$ cat config.mk
export PLATFORM = sky130hd
export DESIGN_NAME = mem_stage
export DESIGN_NICKNAME = d
export VERILOG_FILES = /design/src/rtl/mem_stage.sv
export SDC_FILE = /design/constraint.sdc
export NUM_CORES = 1
export LEC_CHECK = 0
export BUFFER_PORTS_ARGS = -buffer_cell sky130_fd_sc_hd__buf_2
export CAP_MARGIN = 20
export CORE_AREA = 3 3 140 142
export CTS_BUF_LIST = sky130_fd_sc_hd__clkbuf_8
export DETAILED_ROUTE_END_ITERATION = 8
export DIE_AREA = 0 0 143 145
export PLACE_DENSITY = 0.83
export SLEW_MARGIN = 20
export SYNTH_ARGS = -nofsm -noshare
export SYNTH_HDL_FRONTEND = slang
export SYNTH_SLANG_ARGS = --single-unit
$ cat constraint.sdc
create_clock -name clk -period 2.9 [get_ports clk]
set_input_delay 0.435 -clock clk [delete_from_list [all_inputs] [get_ports clk]]
set_output_delay 0.435 -clock clk [all_outputs]
set_load 0.05 [all_outputs]
$ cat src/rtl/mem_stage.sv
// Memory-bus stage: issues data-memory loads/stores, extracts load data,
// raises misalignment traps and registers the writeback bundle.
module mem_stage #(
    parameter logic [31:0] RESET_PC_TAG = 32'hffffffff
) (
    input  logic        clk,
    input  logic        rst_n,
    input  logic        pipe_flush,
    input  logic [31:0] ex_mb__alu_y,
    input  logic [31:0] ex_mb__rs2_rdata,
    input  logic [31:0] ex_mb__pc,
    input  logic [31:0] ex_mb__pc_4,
    input  logic [31:0] ex_mb__csr_rdata,
    input  logic [4:0]  ex_mb__rd_addr,
    input  logic        ex_mb__rd_wen,
    input  logic        ex_mb__mem_read,
    input  logic        ex_mb__mem_write,
    input  logic [2:0]  ex_mb__mem_funct3,
    input  logic [1:0]  ex_mb__rd_src,
    output logic        dmem_req_valid,
    input  logic        dmem_req_ready,
    output logic [31:0] dmem_req_addr,
    output logic        dmem_req_we,
    output logic [3:0]  dmem_req_wstrb,
    output logic [31:0] dmem_req_wdata,
    input  logic        dmem_rsp_valid,
    input  logic [31:0] dmem_rsp_rdata,
    output logic        mb_stall,
    output logic        mb_if__trap_taken,
    output logic [4:0]  mb_ex__trap_src,
    output logic [31:0] mb_ex__dmem_addr,
    output logic        mb_ex__instret,
    output logic [4:0]  mb_wb__rd_addr,
    output logic        mb_wb__rd_wen,
    output logic [31:0] mb_wb__rd_wdata,
    output logic [1:0]  dbg_state
);

    // Request channel: dmem_req_valid high means addr/we/wstrb/wdata are valid and
    // held stable until the cycle dmem_req_ready is also high (transfer on that edge).
    // Response channel is valid-only: data is taken in any cycle dmem_rsp_valid is high.
    typedef enum logic [1:0] {
        IDLE = 2'd0,
        REQ  = 2'd1,
        RSP  = 2'd2
    } state_t;

    state_t      state;
    logic [31:0] req_addr_q;
    logic [31:0] req_wdata_q;
    logic [3:0]  req_wstrb_q;
    logic        req_we_q;
    logic [1:0]  off_q;
    logic [2:0]  funct3_q;
    logic        flushed_q;

    logic        valid;
    logic        mem_op;
    logic        misaligned;
    logic        trap_now;
    logic        kill;
    logic [3:0]  store_wstrb;
    logic [31:0] store_wdata;
    logic [31:0] rsp_shifted;
    logic [31:0] load_data;
    logic [31:0] wb_data;

    assign valid  = (ex_mb__pc != RESET_PC_TAG);
    assign mem_op = valid && (ex_mb__mem_read || ex_mb__mem_write);

    always_comb begin
        misaligned = 1'b0;
        case (ex_mb__mem_funct3[1:0])
            2'b00:   misaligned = 1'b0;
            2'b01:   misaligned = ex_mb__alu_y[0];
            default: misaligned = (ex_mb__alu_y[1:0] != 2'b00);
        endcase
        misaligned = misaligned && mem_op;
    end

    assign trap_now = (state == IDLE) && misaligned && !pipe_flush;

    always_comb begin
        store_wstrb = 4'b1111;
        store_wdata = ex_mb__rs2_rdata;
        case (ex_mb__mem_funct3[1:0])
            2'b00: begin
                store_wstrb = 4'b0001 << ex_mb__alu_y[1:0];
                store_wdata = {4{ex_mb__rs2_rdata[7:0]}};
            end
            2'b01: begin
                store_wstrb = 4'b0011 << ex_mb__alu_y[1:0];
                store_wdata = {2{ex_mb__rs2_rdata[15:0]}};
            end
            default: begin
                store_wstrb = 4'b1111;
                store_wdata = ex_mb__rs2_rdata;
            end
        endcase
    end

    assign rsp_shifted = dmem_rsp_rdata >> {off_q, 3'b000};

    always_comb begin
        load_data = rsp_shifted;
        case (funct3_q)
            3'b000:  load_data = {{24{rsp_shifted[7]}}, rsp_shifted[7:0]};
            3'b100:  load_data = {24'd0, rsp_shifted[7:0]};
            3'b001:  load_data = {{16{rsp_shifted[15]}}, rsp_shifted[15:0]};
            3'b101:  load_data = {16'd0, rsp_shifted[15:0]};
            default: load_data = rsp_shifted;
        endcase
    end

    always_comb begin
        wb_data = ex_mb__alu_y;
        case (ex_mb__rd_src)
            2'd0: wb_data = ex_mb__alu_y;
            2'd1: wb_data = ex_mb__pc_4;
            2'd2: wb_data = ex_mb__csr_rdata;
            2'd3: wb_data = load_data;
        endcase
    end

    always_comb begin
        mb_stall = 1'b0;
        kill     = 1'b0;
        case (state)
            IDLE: begin
                mb_stall = mem_op && !misaligned && !pipe_flush;
                kill     = !valid || pipe_flush || misaligned;
            end
            REQ: begin
                mb_stall = !(dmem_req_ready && req_we_q);
                kill     = flushed_q || pipe_flush;
            end
            RSP: begin
                mb_stall = !dmem_rsp_valid;
                kill     = flushed_q || pipe_flush;
            end
            default: begin
                mb_stall = 1'b0;
                kill     = 1'b1;
            end
        endcase
    end

    assign dmem_req_valid = (state == REQ);
    assign dmem_req_addr  = req_addr_q;
    assign dmem_req_we    = req_we_q;
    assign dmem_req_wstrb = req_wstrb_q;
    assign dmem_req_wdata = req_wdata_q;
    assign dbg_state      = state;

    always_ff @(posedge clk or negedge rst_n) begin
        if (!rst_n) begin
            state             <= IDLE;
            req_addr_q        <= '0;
            req_wdata_q       <= '0;
            req_wstrb_q       <= '0;
            req_we_q          <= 1'b0;
            off_q             <= '0;
            funct3_q          <= '0;
            flushed_q         <= 1'b0;
            mb_if__trap_taken <= 1'b0;
            mb_ex__trap_src   <= '0;
            mb_ex__dmem_addr  <= '0;
            mb_ex__instret    <= 1'b0;
            mb_wb__rd_addr    <= '0;
            mb_wb__rd_wen     <= 1'b0;
            mb_wb__rd_wdata   <= '0;
        end else begin
            mb_if__trap_taken <= 1'b0;
            mb_ex__instret    <= 1'b0;

            // Any unstalled cycle is the completion of the slot in mb.
            if (!mb_stall) begin
                mb_wb__rd_addr  <= ex_mb__rd_addr;
                mb_wb__rd_wen   <= ex_mb__rd_wen && !kill;
                mb_wb__rd_wdata <= wb_data;
                mb_ex__instret  <= !kill;
            end

            if (trap_now) begin
                mb_if__trap_taken <= 1'b1;
                mb_ex__trap_src   <= ex_mb__mem_read ? 5'd4 : 5'd6;
                mb_ex__dmem_addr  <= ex_mb__alu_y;
            end

            case (state)
                IDLE: begin
                    flushed_q <= 1'b0;
                    if (mb_stall) begin
                        req_addr_q  <= {ex_mb__alu_y[31:2], 2'b00};
                        req_we_q    <= ex_mb__mem_write;
                        req_wstrb_q <= ex_mb__mem_write ? store_wstrb : 4'b0000;
                        req_wdata_q <= ex_mb__mem_write ? store_wdata : 32'd0;
                        off_q       <= ex_mb__alu_y[1:0];
                        funct3_q    <= ex_mb__mem_funct3;
                        state       <= REQ;
                    end
                end
                REQ: begin
                    if (pipe_flush) flushed_q <= 1'b1;
                    if (dmem_req_ready) begin
                        if (req_we_q) begin
                            flushed_q <= 1'b0;
                            state     <= IDLE;
                        end else begin
                            state <= RSP;
                        end
                    end
                end
                RSP: begin
                    if (pipe_flush) flushed_q <= 1'b1;
                    if (dmem_rsp_valid) begin
                        flushed_q <= 1'b0;
                        state     <= IDLE;
                    end
                end
                default: state <= IDLE;
            endcase
        end
    end

endmodule

==> results of run 1 <==
## cells in the final DEF, fill, tap and decap left out, types with 8 or more instances in the layout
master and n:
nand2_1 56, clkbuf_8 19, a211o_1 10, o21ai_0 22
mux2_1 80, a21boi_0 8, mux2i_1 63, a21oi_1 18
nor2_1 10, o22ai_1 16, nand4_1 8, mux4_2 9
buf_2 353, buf_4 24, inv_1 33, nor2b_1 22
nand2b_1 11, dfrtp_1 149, mux2_2 51
## per-layer routing
layer / wire [um] / track usage / vias to the layer above
met5: 14 / 0 / -
met4: 954 / 0.105 / 2
met3: 1890 / 0.0659 / 61
met2: 12300 / 0.407 / 322
met1: 10300 / 0.288 / 3231
li1: - / - / 3133
## critical path: stages (launching register included)
cell     delay [ns]
dfrtp_1        0.45
inv_1          0.13
ha_1           0.31
nor3b_4        0.35
a41oi_4        0.16
buf_12         0.17
inv_1          0.04
buf_2          0.25
## layout make-up
cell class,instances,area [um2],area share
Multi-Input combinational cell,452,3860,0.368
Sequential cell,149,3730,0.355
Timing Repair Buffer,382,2030,0.193
Tap cell,234,293,0.0279
Clock buffer,19,262,0.0249
Clock inverter,13,194,0.0185
Inverter,32,120,0.0114
Antenna cell,1,2.50,0.000238
## kinds of logic (layout without fill, tap and decap cells)
group                    Yosys count  count (layout)  synth area share
AND/OR/NAND/NOR                  126             126            0.0818
adder cells (fa/ha/maj)            5               5           0.00786
multiplexers                     203             203             0.290
other                              1               6          0.000471
flip-flops                       149             149             0.469
buffers and inverters             85             446            0.0532
AO/OA/AOI/OAI                    113             113            0.0980
## power groups by stage
| stage | clock [uW] | combinational, uW | sequential, uW |
|---|---|---|---|
| final | 1870 | 7550 | 3610 |
| after global placement | 0 | 7430 | 3620 |
| after floorplan | 0 | 2300 | 6940 |
| after detailed placement | 0 | 7530 | 3650 |
| after CTS | 1910 | 7550 | 3610 |
| after global routing | 2000 | 7920 | 3750 |
## stage by stage
| stage | util | std cells | hold slack, ns |
|---|---|---|---|
| after global routing | 0.565 | 1282 | 0.171 |
| after detailed placement | 0.537 | 1245 | 0.305 |
| after floorplan | - | 686 | 0.139 |
| after global placement | 0.537 | 1245 | 0.293 |
| after CTS | 0.563 | 1278 | 0.169 |
| final | 0.565 | 1282 | 0.208 |
## flip-flops by register name (all words and copies together), names as in the netlist
name	cells
mb_ex__dmem_addr	32
dbg_state	2
mb_ex__trap_src	2
funct3_q	3
dmem_req_we	1
flushed_q	1
off_q	2
mb_ex__instret	1
mb_if__trap_taken	1
mb_wb__rd_wdata	32
mb_wb__rd_wen	1
dmem_req_wdata	32
dmem_req_addr	30
mb_wb__rd_addr	5
dmem_req_wstrb	4
## worst paths after layout
path | cells after the start | from | to
setup / recovery | 7 | dbg_state[1]$_DFFE_PN0P_ | mb_stall
hold / removal | 2 | ex_mb__rd_addr[1] | mb_wb__rd_addr[1]$_DFFE_PN0N_
setup reg to reg | 7 | dbg_state[0]$_DFFE_PN0P_ | off_q[1]$_DFFE_PN0P_
hold reg to reg | 1 | mb_ex__trap_src[2]$_DFFE_PN0P_ | mb_ex__trap_src[2]$_DFFE_PN0P_
max in group asynchronous | 3 | rst_n | mb_wb__rd_wdata[13]$_DFFE_PN0N_
min in group asynchronous | 2 | rst_n | dmem_req_wdata[6]$_DFFE_PN0P_
## repair_timing
item                                    4_1_cts  5_1_grt
setup buffers                                 0        3
endpoints found under the hold margin        21        0
pin swaps                                     0        0
resized for setup                             1        0
hold buffers                                  1        0
endpoints found under the setup margin        1        1
==> impl_metrics.env, run 1 <==
export IMPL_status="complete, no violations"
export IMPL_end_kind="primary output"
export IMPL_avgRoutedWirePerCell_um=19.9
export IMPL_post_dp_hpwl_mm=20.0
export IMPL_grt_remaining_overflow=0
export IMPL_die_w_um=143
export IMPL_area_growth_pct=31.9
export IMPL_ios=360
export IMPL_pre_cts_slack_ns=0.454
export IMPL_grt_max_degree=83
export IMPL_avgSynthCellArea_um2=11.7
export IMPL_cts_htree_levels=4
export IMPL_p_int_uw=6230
export IMPL_routed_via_density=5.26
export IMPL_power_uw=13000
export IMPL_dr_pass1_iters=4
export IMPL_drv_slew=0
export IMPL_clk_latency_ns=0.45
export IMPL_critPathKind="flip-flop to primary output"
export IMPL_r2r_setup_slack_ns=0.55
export IMPL_synth_flop_cell="dfrtp_1"
export IMPL_first_global_vias=7120
export IMPL_swShare=0.522
export IMPL_cap_violations=0
export IMPL_clk_pin_slew_worst_paths_ns=0.09
export IMPL_layout_setup_ws_ns=0.152
export IMPL_cts_made_buffers=17
export IMPL_yosysWarnings=0
export IMPL_synth_most_common_cell="dfrtp_1"
export IMPL_synth_area_leaders="dfrtp_1 47%, mux2_1 11%, mux2i_1 7.9%"
export IMPL_antenna_found_initial=2
export IMPL_p_comb_frac=0.579
export IMPL_tightest_slew_ns=0.741
export IMPL_required_ns=2.47
export IMPL_p_clk_frac=0.143
export IMPL_via_count=6749
export IMPL_synth_cell_types=50
export IMPL_syn_inst=682
export IMPL_synth_common_cells="149 x dfrtp_1, 80 x mux2_1, 63 x mux2i_1"
export IMPL_arrival_ns=2.31
export IMPL_syn_area_mm2=0.00796
export IMPL_power_density_mw_per_mm2=1240
export IMPL_ys_seq_elements=149
export IMPL_drt_iter0_markers=285
export IMPL_synth_edff_count=0
export IMPL_clock_root_buffer="clkbuf_8"
export IMPL_async_reset_ff_frac=1.00
export IMPL_cts_tree="built"
export IMPL_wirelength_mm=25.5
export IMPL_fin_setup_tns_ns=0
export IMPL_switching_power_uw=6800
export IMPL_ys_seq_area_frac=0.469
export IMPL_final_min_clock_period_ns=2.75
export IMPL_die_area_mm2=0.0207
export IMPL_portBuffers=354
export IMPL_nets=1249
export IMPL_drc_errors=0
export IMPL_fmax_mhz=364
export IMPL_drive_gt1_frac=0.464
export IMPL_leakagePower_uw=0.00535
export IMPL_die_y_um=145
export IMPL_placed_area_mm2=0.00998
export IMPL_clock_sinks=149
export IMPL_grtUsageTotal=0.242
export IMPL_yosys_area_top_type_share=0.469
export IMPL_startpoint_type="flip-flop"
export IMPL_hold_viol=0
export IMPL_finalCritPeriodShare=0.947
export IMPL_peakVddDrop_uv=729
export IMPL_setup_viol=0
export IMPL_ant_nets=0
export IMPL_nFillCells=1627
export IMPL_synth_largest_area_cell="dfrtp_1"
export IMPL_relSlewSlack=0.505
export IMPL_grt_pass1_wl_mm=38.5
export IMPL_start_util=0.428
export IMPL_fin_skew_ns=0.0144
export IMPL_p_seq_frac=0.277
export IMPL_core_mm2=0.0186
export IMPL_ctsLongestPathBuffers=2
export IMPL_finalInstanceArea_mm2=0.0105
export IMPL_place_congestion=0.848
export IMPL_rows=50
export IMPL_min_path_type="input port to flip-flop"
export IMPL_path_max_fanout=6
Power figures use the tool's default switching activity.
==> inputs of run 2 (changes only) <==
- ABC_AREA: unset -> 0
- CELL_PAD_IN_SITES_DETAIL_PLACEMENT: unset -> 0
- CELL_PAD_IN_SITES_GLOBAL_PLACEMENT: unset -> 2
- CORE_AREA: 3 3 140 142 -> unset
- CORE_MARGIN: unset -> 3
- CORE_UTILIZATION: unset -> 29
- DIE_AREA: 0 0 143 145 -> unset
- PLACE_DENSITY: 0.83 -> 0.9
==> run 2 against run 1 <==
Net effect: global-route usage down 6.0 points; die area up 42%; sequential power up 1%; wire length up 7.1%; via count down 1.6%; cell area up 0.61%.
==> impl_metrics.env, run 2 (synthesized netlist as in run 1, its figures left out) <==
export IMPL_ios=360
export IMPL_grt_use_met3=0.0572
export IMPL_grt_remaining_overflow=0
export IMPL_place_congestion=0.820
export IMPL_via_count=6640
export IMPL_p_int_uw=6020
export IMPL_crit_top_cell="inv_1"
export IMPL_rows=59
export IMPL_final_min_clock_period_ns=2.70
export IMPL_finalInstanceArea_mm2=0.0106
export IMPL_final_common_cell="buf_2"
export IMPL_required_ns=2.47
export IMPL_cts_tree="built"
export IMPL_crit_path_top_delay_cell="dfrtp_1"
export IMPL_hold_viol=0
export IMPL_drt_iter0_markers=350
export IMPL_dp_cells=1343
export IMPL_p_seq_frac=0.283
export IMPL_instances_no_fill=1378
export IMPL_switching_power_uw=6880
export IMPL_die_y_um=172
export IMPL_drive_gt1_frac=0.464
export IMPL_drc_errors=0
export IMPL_met1_usage=0.228
export IMPL_cap_violations=0
export IMPL_p_clk_frac=0.133
export IMPL_antenna_found_initial=4
export IMPL_grt_use_met2=0.308
export IMPL_relSlewSlack=0.476
export IMPL_ctsLongestPathBuffers=2
export IMPL_core_mm2=0.0265
export IMPL_placed_area_mm2=0.0101
export IMPL_grt_busiest_layer="met2"
export IMPL_r2r_setup_slack_ns=0.52
export IMPL_wirelength_mm=27.3
export IMPL_dr_pass1_iters=4
export IMPL_min_path_type="input port to flip-flop"
export IMPL_finalCritPeriodShare=0.931
export IMPL_power_density_mw_per_mm2=1220
export IMPL_post_dp_hpwl_mm=21.0
export IMPL_leakagePower_uw=0.00530
export IMPL_swShare=0.533
export IMPL_die_area_mm2=0.0295
export IMPL_worst_r2r_endpoint="mb_wb__rd_wdata[18]$_DFFE_PN0N_"
export IMPL_ant_nets=0
export IMPL_area_growth_pct=32.7
export IMPL_cts_made_buffers=17
export IMPL_clk_pin_slew_worst_paths_ns=0.10
export IMPL_critPathKind="flip-flop to primary output"
export IMPL_status="complete, no violations"
export IMPL_path_max_fanout=6
export IMPL_rsz0062_at_grt="no"
export IMPL_r2r_cells=9
export IMPL_p_comb_frac=0.584
export IMPL_finalHoldWorstSlack_ns=0.199
export IMPL_routed_via_density=4.82
export IMPL_min_path_cells=2
export IMPL_startpoint_type="flip-flop"
export IMPL_drv_slew=0
export IMPL_min_delay_start="ex_mb__rd_addr[4]"
export IMPL_end_kind="primary output"
export IMPL_arrival_ns=2.27
export IMPL_clock_root_buffer="clkbuf_8"
export IMPL_fmax_mhz=370
export IMPL_insertedDiodeCount=0
export IMPL_grt_max_degree=75
export IMPL_portBuffers=354
export IMPL_critical_path_max_stage_delay_ns=0.46
export IMPL_avgRoutedWirePerCell_um=19.8
export IMPL_fin_setup_tns_ns=0
export IMPL_rr_startpoint="dbg_state[0]$_DFFE_PN0P_"
export IMPL_grt_pass1_wl_mm=40.5
export IMPL_clock_sinks=149
export IMPL_cts_htree_levels=4
export IMPL_nets=1246
export IMPL_start_util=0.300
export IMPL_peakVddDrop_uv=713
export IMPL_die_w_um=172
export IMPL_fin_skew_ns=0.0146
export IMPL_first_global_vias=6825
export IMPL_tightest_slew_ns=0.785
export IMPL_grtUsageTotal=0.182
export IMPL_layout_common_cells="353 x buf_2, 148 x dfrtp_1, 80 x mux2_1"
export IMPL_clk_latency_ns=0.46
export IMPL_min_to="mb_wb__rd_addr[4]$_DFFE_PN0N_"
export IMPL_path_cells="inv_1 > ha_1 > nor3b_4 > a41oi_4 > inv_1 > buf_2"
export IMPL_setup_viol=0
## run 2: cell count changes in the layout (fill, tap and decap cells not counted)
cell and change:
buf_4 -4, clkinvlp_4 +3, bufinv_16 -2, clkbuf_8 -2
inv_8 +2, buf_12 +1, clkinv_2 -1, dfrtp_1 -1
dfrtp_2 +1, diode_2 -1, inv_1 -1
## run 2: worst max-delay path by stage
stage                                   startpoint        to  slack, ns
final                     dbg_state[1]$_DFFE_PN0P_  mb_stall       0.20
after global placement               ex_mb__pc[15]  mb_stall       0.43
after CTS                 dbg_state[1]$_DFFE_PN0P_  mb_stall       0.09
after global routing      dbg_state[1]$_DFFE_PN0P_  mb_stall       0.05
after detailed placement  dbg_state[1]$_DFFE_PN0P_  mb_stall       0.40
after floorplan           dbg_state[0]$_DFFE_PN0P_  mb_stall       0.14
## run 2: what timing repair did
action | CTS | global route
resized for setup | 1 | 1
endpoints found under the hold margin | 45 | 0
setup endpoints to repair | 1 | 1
setup buffers | 1 | 2
hold buffers | 1 | 0
## run 2: power groups by stage
stage / Clock, uW / Combinational (uW) / Sequential (uW)
after floorplan: 0 / 2300 / 6940
after global placement: 0 / 7500 / 3650
after detailed placement: 0 / 7580 / 3690
after CTS: 1790 / 7620 / 3650
after global routing: 1880 / 7940 / 3790
final: 1720 / 7540 / 3650
## run 2: per-layer routing
layer | vias up | share of wire
li1 | 3133 | -
met2 | 225 | 0.48
met5 | - | 0.0018
met1 | 3250 | 0.43
met4 | 8 | 0.0092
met3 | 24 | 0.073
## run 2: stage by stage
stage / total power, uW / util / setup slack [ns]
CTS: 13100 / 0.398 / 0.0912
floorplan: 9240 / - / 0.140
global route: 13600 / 0.398 / 0.0520
detailed placement: 11300 / 0.382 / 0.401
finish: 12900 / 0.398 / 0.200
global placement: 11200 / 0.382 / 0.425
## run 2: cell type report
class	instances	area (um2)
Sequential cell	149	3730
Inverter	32	120
Clock buffer	17	234
Tap cell	335	419
Fill cell	2667	15900
Multi-Input combinational cell	452	3860
Clock inverter	14	170
Timing Repair Buffer	379	2020
## run 2: critical path: cells and delay by family (launching register included)
kind            cells  cell delay [ns]
compound gates      1             0.20
fa+ha+maj           1             0.30
buf+inv             3             0.48
flops               1             0.46
simple gates        1             0.35
==> inputs of run 3 (changes only) <==
- clock period: 2.9 -> 2.65 ns (I/O delays scaled with it)
==> run 3 against run 2 <==
Net effect: critical path depth up 2; combinational power up 14%; via count up 0.83%; critical endpoint unchanged; largest cell class unchanged; largest power group unchanged.
==> impl_metrics.env, run 3 (synthesized netlist as in run 1, its figures left out) <==
export IMPL_power_uw=14400
export IMPL_tightest_slew_ns=0.725
export IMPL_power_density_mw_per_mm2=1340
export IMPL_grt_max_degree=69
export IMPL_setup_viol=0
export IMPL_clock_root_buffer="clkbuf_8"
export IMPL_drc_errors=0
export IMPL_drv_slew=0
export IMPL_antenna_found_initial=5
export IMPL_nets=1260
export IMPL_die_area_mm2=0.0295
export IMPL_fmax_mhz=395
export IMPL_ctsLongestPathBuffers=2
export IMPL_path_cells="ha_1 > nor2b_2 > a21oi_4 > nor2_1 > a41oi_4 > buf_12 > inv_1 > clkbuf_4"
export IMPL_status="complete, no violations"
export IMPL_path_max_fanout=5
export IMPL_start_util=0.300
export IMPL_clock_sinks=149
export IMPL_hold_viol=0
export IMPL_r2r_cells=8
export IMPL_drive_gt1_frac=0.474
export IMPL_via_count=6695
export IMPL_startpoint_type="flip-flop"
export IMPL_grt_pass1_wl_mm=41.2
export IMPL_dr_pass1_iters=4
export IMPL_min_path_type="input port to flip-flop"
export IMPL_end_kind="primary output"
export IMPL_peakVddDrop_uv=799
export IMPL_critPathKind="flip-flop to primary output"
export IMPL_fin_skew_ns=0.0164
export IMPL_clk_pin_slew_worst_paths_ns=0.09
export IMPL_avgRoutedWirePerCell_um=20.1
export IMPL_layout_setup_ws_ns=0.117
export IMPL_cts_tree="built"
export IMPL_required_ns=2.25
export IMPL_nFillCells=2600
export IMPL_critical_path_max_stage_delay_ns=0.45
export IMPL_core_mm2=0.0265
export IMPL_portBuffers=354
export IMPL_layout_common_cells="352 x buf_2, 148 x dfrtp_1, 80 x mux2_1"
export IMPL_die_y_um=172
export IMPL_final_min_clock_period_ns=2.53
export IMPL_first_global_vias=6845
export IMPL_min_path_cells=2
export IMPL_grtUsageTotal=0.185
export IMPL_cts_made_buffers=17
export IMPL_rows=59
export IMPL_ant_nets=0
export IMPL_ios=360
export IMPL_grt_remaining_overflow=0
export IMPL_die_w_um=172
export IMPL_post_dp_hpwl_mm=21.5
export IMPL_arrival_ns=2.14
export IMPL_leakagePower_uw=0.00539
export IMPL_place_congestion=0.827
export IMPL_finalCritPeriodShare=0.956
export IMPL_wirelength_mm=28.0
export IMPL_routed_via_density=4.80
export IMPL_fin_setup_tns_ns=0
export IMPL_cap_violations=0
export IMPL_relSlewSlack=0.516
export IMPL_pre_cts_slack_ns=0.293
export IMPL_area_growth_pct=35.0
export IMPL_final_common_cell="buf_2"
export IMPL_drt_iter0_markers=315
export IMPL_crit_path_top_delay_cell="dfrtp_2"
export IMPL_clk_latency_ns=0.45
export IMPL_cts_htree_levels=4
==> run 3: changes by cell type in the layout (fill, tap and decap cells not counted), moves of 2 or more <==
cell	delta
diode_2	+3
buf_12	+3
inv_6	+3
buf_4	+9
inv_8	-2
==> run 3: cell type report <==
cell class	instances	area, um2	area share
Tap cell	335	419	0.0390
Clock inverter	14	144	0.0134
Inverter	32	120	0.0112
Multi-Input combinational cell	452	3880	0.361
Timing Repair Buffer	393	2210	0.205
Antenna cell	3	7.51	0.000699
Sequential cell	149	3730	0.347
Clock buffer	17	234	0.0218
==> run 3: metal layers <==
metal / vias up / part of all wire / global-route usage
li1: 3159 / - / -
met1: 3290 / 0.44 / 0.243
met2: 237 / 0.48 / 0.306
met3: 9 / 0.066 / 0.0515
met4: 0 / 0.0071 / 0.0420
met5: - / 0 / 0
==> run 3: worst paths after layout <==
path | from | endpoint | slack (ns)
setup / recovery | dbg_state[1]$_DFFE_PN0P_ | mb_stall | 0.12
hold / removal | ex_mb__rd_addr[4] | mb_wb__rd_addr[4]$_DFFE_PN0N_ | 0.16
setup reg to reg | dbg_state[1]$_DFFE_PN0P_ | mb_wb__rd_wdata[19]$_DFFE_PN0N_ | 0.46
hold reg to reg | mb_ex__trap_src[2]$_DFFE_PN0P_ | mb_ex__trap_src[2]$_DFFE_PN0P_ | 0.47
max in group asynchronous | rst_n | mb_ex__dmem_addr[13]$_DFFE_PN0P_ | 1.33
min in group asynchronous | rst_n | mb_ex__instret$_DFF_PN0_ | 0.50
==> run 3: repair_timing <==
action	4_1_cts	5_1_grt
gates resized for setup	2	4
setup endpoints to repair	1	1
hold endpoints to repair	41	0
hold buffers	1	0
buffers inserted	2	10
gates cloned	1	1
==> run 3: per-stage QoR <==
step	util	std cells	cell area, um2	hold WS, ns
3_3_place_gp	0.384	1346	10200	0.442
2_1_floorplan	-	686	7970	0.102
3_5_place_dp	0.384	1346	10200	0.452
5_1_grt	0.405	1394	10700	0.121
4_1_cts	0.401	1381	10600	0.128
6_report	0.405	1395	10700	0.165
==> run 3: power by group <==
part / internal [uW] / total (uW) / leakage, uW / switching [uW]
clock network: 768 / 1800 / 0.000180 / 1030
registers: 3360 / 3940 / 0.00180 / 583
logic: 2610 / 8630 / 0.00341 / 6020
total: 6740 / 14400 / 0.00539 / 7630
==> run 3: worst max-delay path: cells and delay by family (launching register included) <==
family	cells	cell delay, ns
buffers and inverters	3	0.40
adder cells (fa/ha/maj)	1	0.18
AO/OA/AOI/OAI	2	0.39
AND/OR/NAND/NOR	2	0.27
flip-flops	1	0.45
